[src/rtl/regfile_wb_sched.sv]
// Writeback scheduler for a single-write-port register file: round-robin
// arbitration between the ALU (A) and load unit (B), plus a pending-bit scoreboard.
module regfile_wb_sched #(
  parameter int XLEN = 64
) (
  input  logic            clk,
  input  logic            reset,
  input  logic [4:0]      iss_rs1,
  input  logic [4:0]      iss_rs2,
  input  logic [4:0]      iss_rd,
  input  logic            iss_valid,
  output logic            iss_stall,
  input  logic            a_valid,
  input  logic [4:0]      a_rd,
  input  logic [XLEN-1:0] a_data,
  output logic            a_ready,
  input  logic            b_valid,
  input  logic [4:0]      b_rd,
  input  logic [XLEN-1:0] b_data,
  output logic            b_ready,
  output logic            rf_we,
  output logic [4:0]      rf_rd,
  output logic [XLEN-1:0] rf_in,
  output logic [31:0]     pending
);

  typedef enum logic {
    GRANT_A = 1'b0,
    GRANT_B = 1'b1
  } grant_e;

  grant_e            last_grant_q, last_grant_d;
  logic              rf_we_q, rf_we_d;
  logic [4:0]        rf_rd_q, rf_rd_d;
  logic [XLEN-1:0]   rf_in_q, rf_in_d;
  logic [31:0]       pending_q, pending_d;
  logic              stall;
  logic              alloc;

  always_comb begin
    stall     = iss_valid & (pending_q[iss_rs1] | pending_q[iss_rs2] | pending_q[iss_rd]);
    alloc     = iss_valid & ~stall & (iss_rd != 5'd0);
    iss_stall = stall;
  end

  // On a conflict the requester that did not win last time gets the port.
  always_comb begin
    a_ready      = a_valid & (~b_valid | (last_grant_q == GRANT_B));
    b_ready      = b_valid & (~a_valid | (last_grant_q == GRANT_A));
    last_grant_d = last_grant_q;
    rf_we_d      = 1'b0;
    rf_rd_d      = rf_rd_q;
    rf_in_d      = rf_in_q;
    if (a_ready) begin
      last_grant_d = GRANT_A;
      rf_we_d      = (a_rd != 5'd0);
      rf_rd_d      = a_rd;
      rf_in_d      = a_data;
    end else if (b_ready) begin
      last_grant_d = GRANT_B;
      rf_we_d      = (b_rd != 5'd0);
      rf_rd_d      = b_rd;
      rf_in_d      = b_data;
    end
  end

  // Clear is applied before set so an allocation on the same edge wins.
  always_comb begin
    pending_d = pending_q;
    if (rf_we_q) pending_d[rf_rd_q] = 1'b0;
    if (alloc)   pending_d[iss_rd]  = 1'b1;
    pending_d[0] = 1'b0;
  end

  always_ff @(posedge clk or negedge reset) begin
    if (!reset) begin
      last_grant_q <= GRANT_B;
      rf_we_q      <= 1'b0;
      rf_rd_q      <= '0;
      rf_in_q      <= '0;
      pending_q    <= '0;
    end else begin
      last_grant_q <= last_grant_d;
      rf_we_q      <= rf_we_d;
      rf_rd_q      <= rf_rd_d;
      rf_in_q      <= rf_in_d;
      pending_q    <= pending_d;
    end
  end

  always_comb begin
    rf_we   = rf_we_q;
    rf_rd   = rf_rd_q;
    rf_in   = rf_in_q;
    pending = pending_q;
  end

endmodule

[config.mk]
export PLATFORM = sky130hd
export DESIGN_NAME = regfile_wb_sched
export DESIGN_NICKNAME = d
export VERILOG_FILES = /design/src/rtl/regfile_wb_sched.sv
export SDC_FILE = /design/constraint.sdc
export NUM_CORES = 1
export LEC_CHECK = 0
export ABC_AREA = 0
export CORE_ASPECT_RATIO = 1.4
export CORE_MARGIN = 5
export CORE_UTILIZATION = 40
export DETAILED_ROUTE_END_ITERATION = 6
export HOLD_SLACK_MARGIN = 0.03
export MAX_ROUTING_LAYER = met4
export PLACE_DENSITY = 0.79
export SYNTH_ARGS = -nofsm -noshare
export SYNTH_HDL_FRONTEND = slang
export SYNTH_SLANG_ARGS = --single-unit
[constraint.sdc]
create_clock -name clk -period 6.27 [get_ports clk]
set_input_delay 1.254 -clock clk [delete_from_list [all_inputs] [get_ports clk]]
set_output_delay 1.254 -clock clk [all_outputs]
set_load 0.005 [all_outputs]
# After elaboration in Yosys (flattened, before gate mapping)
# Cells that the tools add are included.
[word_totals]
register_bits = 102
n_memories = 0
latchBits = 0
input_bits = 158
word_cells = 53
mem_bits_rw = 0
romBits = 0
out_inout_bits = 105
[classes]
reduce_logical = 6
shift = 0
div = 0
n_eq_ne = 0
magnitude_cmp = 6
n_addsub = 0
n_mul = 0
n_mux = 20
bitwise_logic = 16
[op_table]
columns = ["operator", "n"]
rows = [
  ["two-way mux 64 bit", 2],
  ["two-way mux 32 bit", 2],
  ["bitwise AND 32 bit", 1],
  ["inverter 32 bit", 1],
  ["OR 32 bit", 1],
  ["< comparator 5 x 6 -> 1 bit (second input constant)", 4],
  ["binary-select mux 1 bit (select 5 bit)", 3],
  ["nonzero test 5 bit", 3],
  ["demux 1 bit (select 5 bit)", 2],
  [">= comparator 5 x 1 -> 1 bit (second input constant)", 2],
  ["two-way mux 5 bit", 2],
  ["two-way mux 1 bit", 9],
  ["bitwise AND 1 bit", 5],
  ["inverter 1 bit", 4],
  ["OR 1 bit", 4],
  ["logical AND 1 bit", 2],
  ["nonzero test 2 bit", 1],
]

# Depth between registers and ports, before layout
[depth]
ltp_word = 9
ltp_mapped = 9
mapped_depth_nobuf = 6

# Worst setup path after synthesis
# OpenSTA, ideal clock, no wires.
[synth_timing]
kind = "input -> output"
startpoint = "input iss_rs2[1]"
endpoint = "output iss_stall"
arrival_time_ns = 2.829
cell_stages = 7
required_time_ns = 5.016
setup_slack_ns = 2.187
path_cell_list = "buf_6 -> mux4_2 -> nand2b_4 -> o311a_1 -> nor4_2 -> nand4_2 -> and2_2"
[synth_between]
elab_chain_len = 5
[synth_rtl]
columns = ["element", "line", "text"]
rows = [
  ["start, declared", "9", "input logic [4:0] iss_rs2,"],
  ["binary-select mux 1 bit (select 5 bit)", "41", "stall = iss_valid & (pending_q[iss_rs1] | pending_q[iss_rs2] | pending_q[iss_rd]);"],
  ["two-way mux 1 bit (implied by the code)", "41", ""],
  ["OR 1 bit (2 in series)", "41", ""],
  ["bitwise AND 1 bit", "41", ""],
  ["end, declared", "12", "output logic iss_stall,"],
]
# No other way between the ends. The select of a mux whose other input is x is not followed.

# Worst setup path in the final report
[layout_timing]
startpoint = "input iss_rd[1]"
endpoint = "output iss_stall"
[layout_between]
elab_chain_len = 4
[layout_rtl]
columns = ["element", "line", "text"]
rows = [
  ["start, declared", "10", "input logic [4:0] iss_rd,"],
  ["binary-select mux 1 bit (select 5 bit)", "41", ""],
  ["two-way mux 1 bit (implied by the code)", "41", ""],
  ["OR 1 bit", "41", ""],
  ["bitwise AND 1 bit", "41", ""],
]
# No other way between the ends. The select of a mux whose other input is x is not followed.

==> impl_metrics.yaml <==
outcome:
  status: "completed"
global_routing:
  antenna_found_initial: 0
  use_met2: 0.431
  grtUsageMet1: 0.259
  gr-usage-all-layers: 0.245
  grt_max_degree: 73
  grt_pass1_wl_um: 30000
  grt_pass1_vias: 5997
  grt_overflow: 0
  gr-max-usage-layer: "met2"
  grt_util_met3: 0.0599
sta:
  skew_ns: 0.00734
  timing_hold_violations_final: 0
  fmax_mhz: 188
  fin_crit_sh: 0.849
  worst_slew_pin_slew_ns: 1.15
  slew_headroom: 0.231
  finalCriticalPeriod_ns: 5.32
  setup_violations: 0
  finalSetupTns_ns: 0
  slew_viol_final: 0
  rsz0062_at_grt: "false"
detailed_routing:
  drtIter0Drc: 179
  drc: 0
  postRouteAntennaNets: 0
  avgRoutedWirePerCell_um: 19.4
  firstDrtPassIters: 5
  wl_um: 19500
  vias: 5496
  vias_per_cell: 5.48
setup_path:
  start_kind: "input port"
  path_depth: 9
  endpoint: "iss_stall"
  max_stage_delay_ns: 0.71
  crit_chain: "clkdlybuf4s50_1 -> buf_4 -> mux2_2 -> a221oi_1 -> nor2_1 -> nor4_2 -> nand4_2 -> and2_2 -> clkdlybuf4s50_1"
  worstPathRequired_ns: 5.02
  r2r-start: "pending[23]"
  r2r-end: "pending[31]"
  critPathCaptureType: "output port"
  crit_type: "input port to output port"
  reg2regPathDepth: 7
  critPathLaunch: "iss_rd[1]"
  path_common_cell: "clkdlybuf4s50_1"
  critical-path-top-delay-family: "buffers and inverters"
  worstPathArrival_ns: 4.07
  crit_buf_inv: 3
  slowest_stage: "clkdlybuf4s50_1"
  rrSetupSlack_ns: 3.95
  critPathMaxFanout: 12
power_and_ir_drop:
  p_seq_frac: 0.409
  p_int_mw: 1.67
  ir_worst_vdd_uv: 164
  p_per_area_mw_per_mm2: 299
  p_leak_nw: 3.27
  switchingPower_mw: 0.842
  power_frac_comb: 0.381
  clockPowerShare: 0.209
  swShare: 0.335
clock_network:
  ctsHoldBuffers: 0
  cts_tree: "yes"
  postCtsSetupRepairBufs: 0
  clockBufferDepth: 2
  clock-sinks: 102
  cts_resized: 0
  clkLatencyLatePin_ns: 0.34
  numCtsBuffers: 9
  cts_root_buf: "clkbuf_16"
  cts_htree_levels: 3
  path_clk_slew_ns: 0.07
placed_design:
  dp_cells: 987
  hpwlAfterDp_um: 15200
  io_buffers: 261
  routabilityCongestion: 0.943
final_layout:
  fillers: 1166
  multi_input_comb_area_mm2: 0.00267
  drive_gt1_frac: 0.116
  regArea_mm2: 0.00255
  nets: 974
  final_cells: 1003
  diodes: 0
  synthToLayoutAreaGrowth_pct: 53.9
logic_synthesis:
  netlist_instances: 584
  syn-num-nets: 742
  yosysSeqAreaShare: 0.468
  synth_warnings: 0
  yosys.cell_types.count: 48
  synth_flop_cell: "dfrtp_1"
  syn-mean-instance-area_um2: 9.35
  netlist_area_mm2: 0.00546
  synth-edff-count: 0
  async_flop_share: 1.00
  ys_ff_latch: 102
min_path:
  min_path_type: "flop to flop"
floorplan:
  die_width_um: 109
  io_pins: 263
  start_util: 0.408
  core_area_mm2: 0.0134
  dieArea_mm2: 0.0161
  rows: 50
  die_y_um: 148
flow_run:
  drv_cap: 0
[power by group through the flow]
stage                     registers, mW  logic, mW  clock network, mW
after CTS                          1.02      0.963              0.539
after global routing               1.05       1.03              0.568
final                              1.03      0.959              0.527
after global placement             1.03      0.933                  0
after detailed placement           1.04      0.960                  0
after floorplan                   0.958      0.434                  0
[per-layer routing]
layer / part of all wire / wire length, um / vias to the layer above
li1: - / - / 2551
met1: 0.36 / 7100 / 2646
met2: 0.53 / 10300 / 257
met3: 0.076 / 1480 / 42
met4: 0.030 / 593 / 0
met5: 0 / 0 / -
[how the worst min path moves through the flow]
stage                 start            to  slack, ns  depth (start not counted)
2_1_floorplan  last_grant_q  last_grant_q       0.47                          2
3_3_place_gp   last_grant_q  last_grant_q       0.48                          2
3_5_place_dp   last_grant_q  last_grant_q       0.49                          2
4_1_cts        last_grant_q  last_grant_q       0.50                          2
5_1_grt            rf_in[8]      rf_in[8]       0.53                          2
6_report       last_grant_q  last_grant_q       0.50                          2
[worst min-delay path: cells and delay by family (launching register included)]
family,cells,cell delay (ns)
flops,1,0.37
compound gates,1,0.07
buf+inv,1,0.05
[registers in the layout, indices dropped and copies added, names as in the netlist]
register	count
last_grant_q	1
pending	31
rf_in	64
rf_rd	5
rf_we	1
[synth_stat cells, drive strengths merged (2+ instances only)]
master,count,area (um^2)
o22ai,70,438
mux2,23,259
a221oi,4,35.0
or2,2,12.5
nand2,41,154
or3b,2,17.5
nor3,4,20.0
and3,5,31.3
a21oi,2,10.0
buf,13,97.6
a22oi,2,15.0
mux2i,9,90.1
nor2,146,548
or4,2,15.0
nor2b,4,25.0
clkbuf,32,120
mux4,11,255
o2111ai,3,26.3
a2111oi,2,17.5
nor3b,4,30.0
nand2b,3,26.3
nand3b,5,37.5
o21ai,66,443
nand3,4,20.0
dfrtp,101,2530
nor4,2,18.8
inv,7,26.3
and3b,2,17.5
[cell families after synthesis]
| group | share of synthesized area |
|---|---|
| AND/OR/NAND/NOR | 0.188 |
| AO/OA/AOI/OAI | 0.188 |
| flip-flops | 0.468 |
| buffers and inverters | 0.0447 |
| multiplexers | 0.111 |
| other | 0.000687 |
[cells in the final DEF, fill, tap and decap left out, types with 23 or more instances in the layout]
master / n
o21ai_2: 30
o21ai_0: 36
o22ai_1: 70
dfrtp_1: 101
mux2_2: 23
nor2_1: 146
clkdlybuf4s50_1: 260
nand2_1: 39
[per-stage QoR]
step / power [mW] / setup slack (ns) / hold WS (ns) / utilization / cell area [um^2]
floorplan: 1.39 / 2.19 / 0.469 / - / 5460
global placement: 1.97 / 1.03 / 0.482 / 0.607 / 8120
detailed placement: 2.00 / 0.952 / 0.491 / 0.607 / 8120
CTS: 2.53 / 0.941 / 0.502 / 0.627 / 8400
global route: 2.65 / 0.805 / 0.529 / 0.627 / 8400
finish: 2.51 / 0.947 / 0.499 / 0.627 / 8400
[layout make-up]
type	count	area share
clock inverter	7	0.00655
tap	182	0.0271
clock buffer	9	0.0268
inverter	7	0.00313
multi-input combinational	430	0.317
sequential	102	0.304
timing repair buffer	266	0.315
Note: power is estimated with default switching activity, not from simulation.
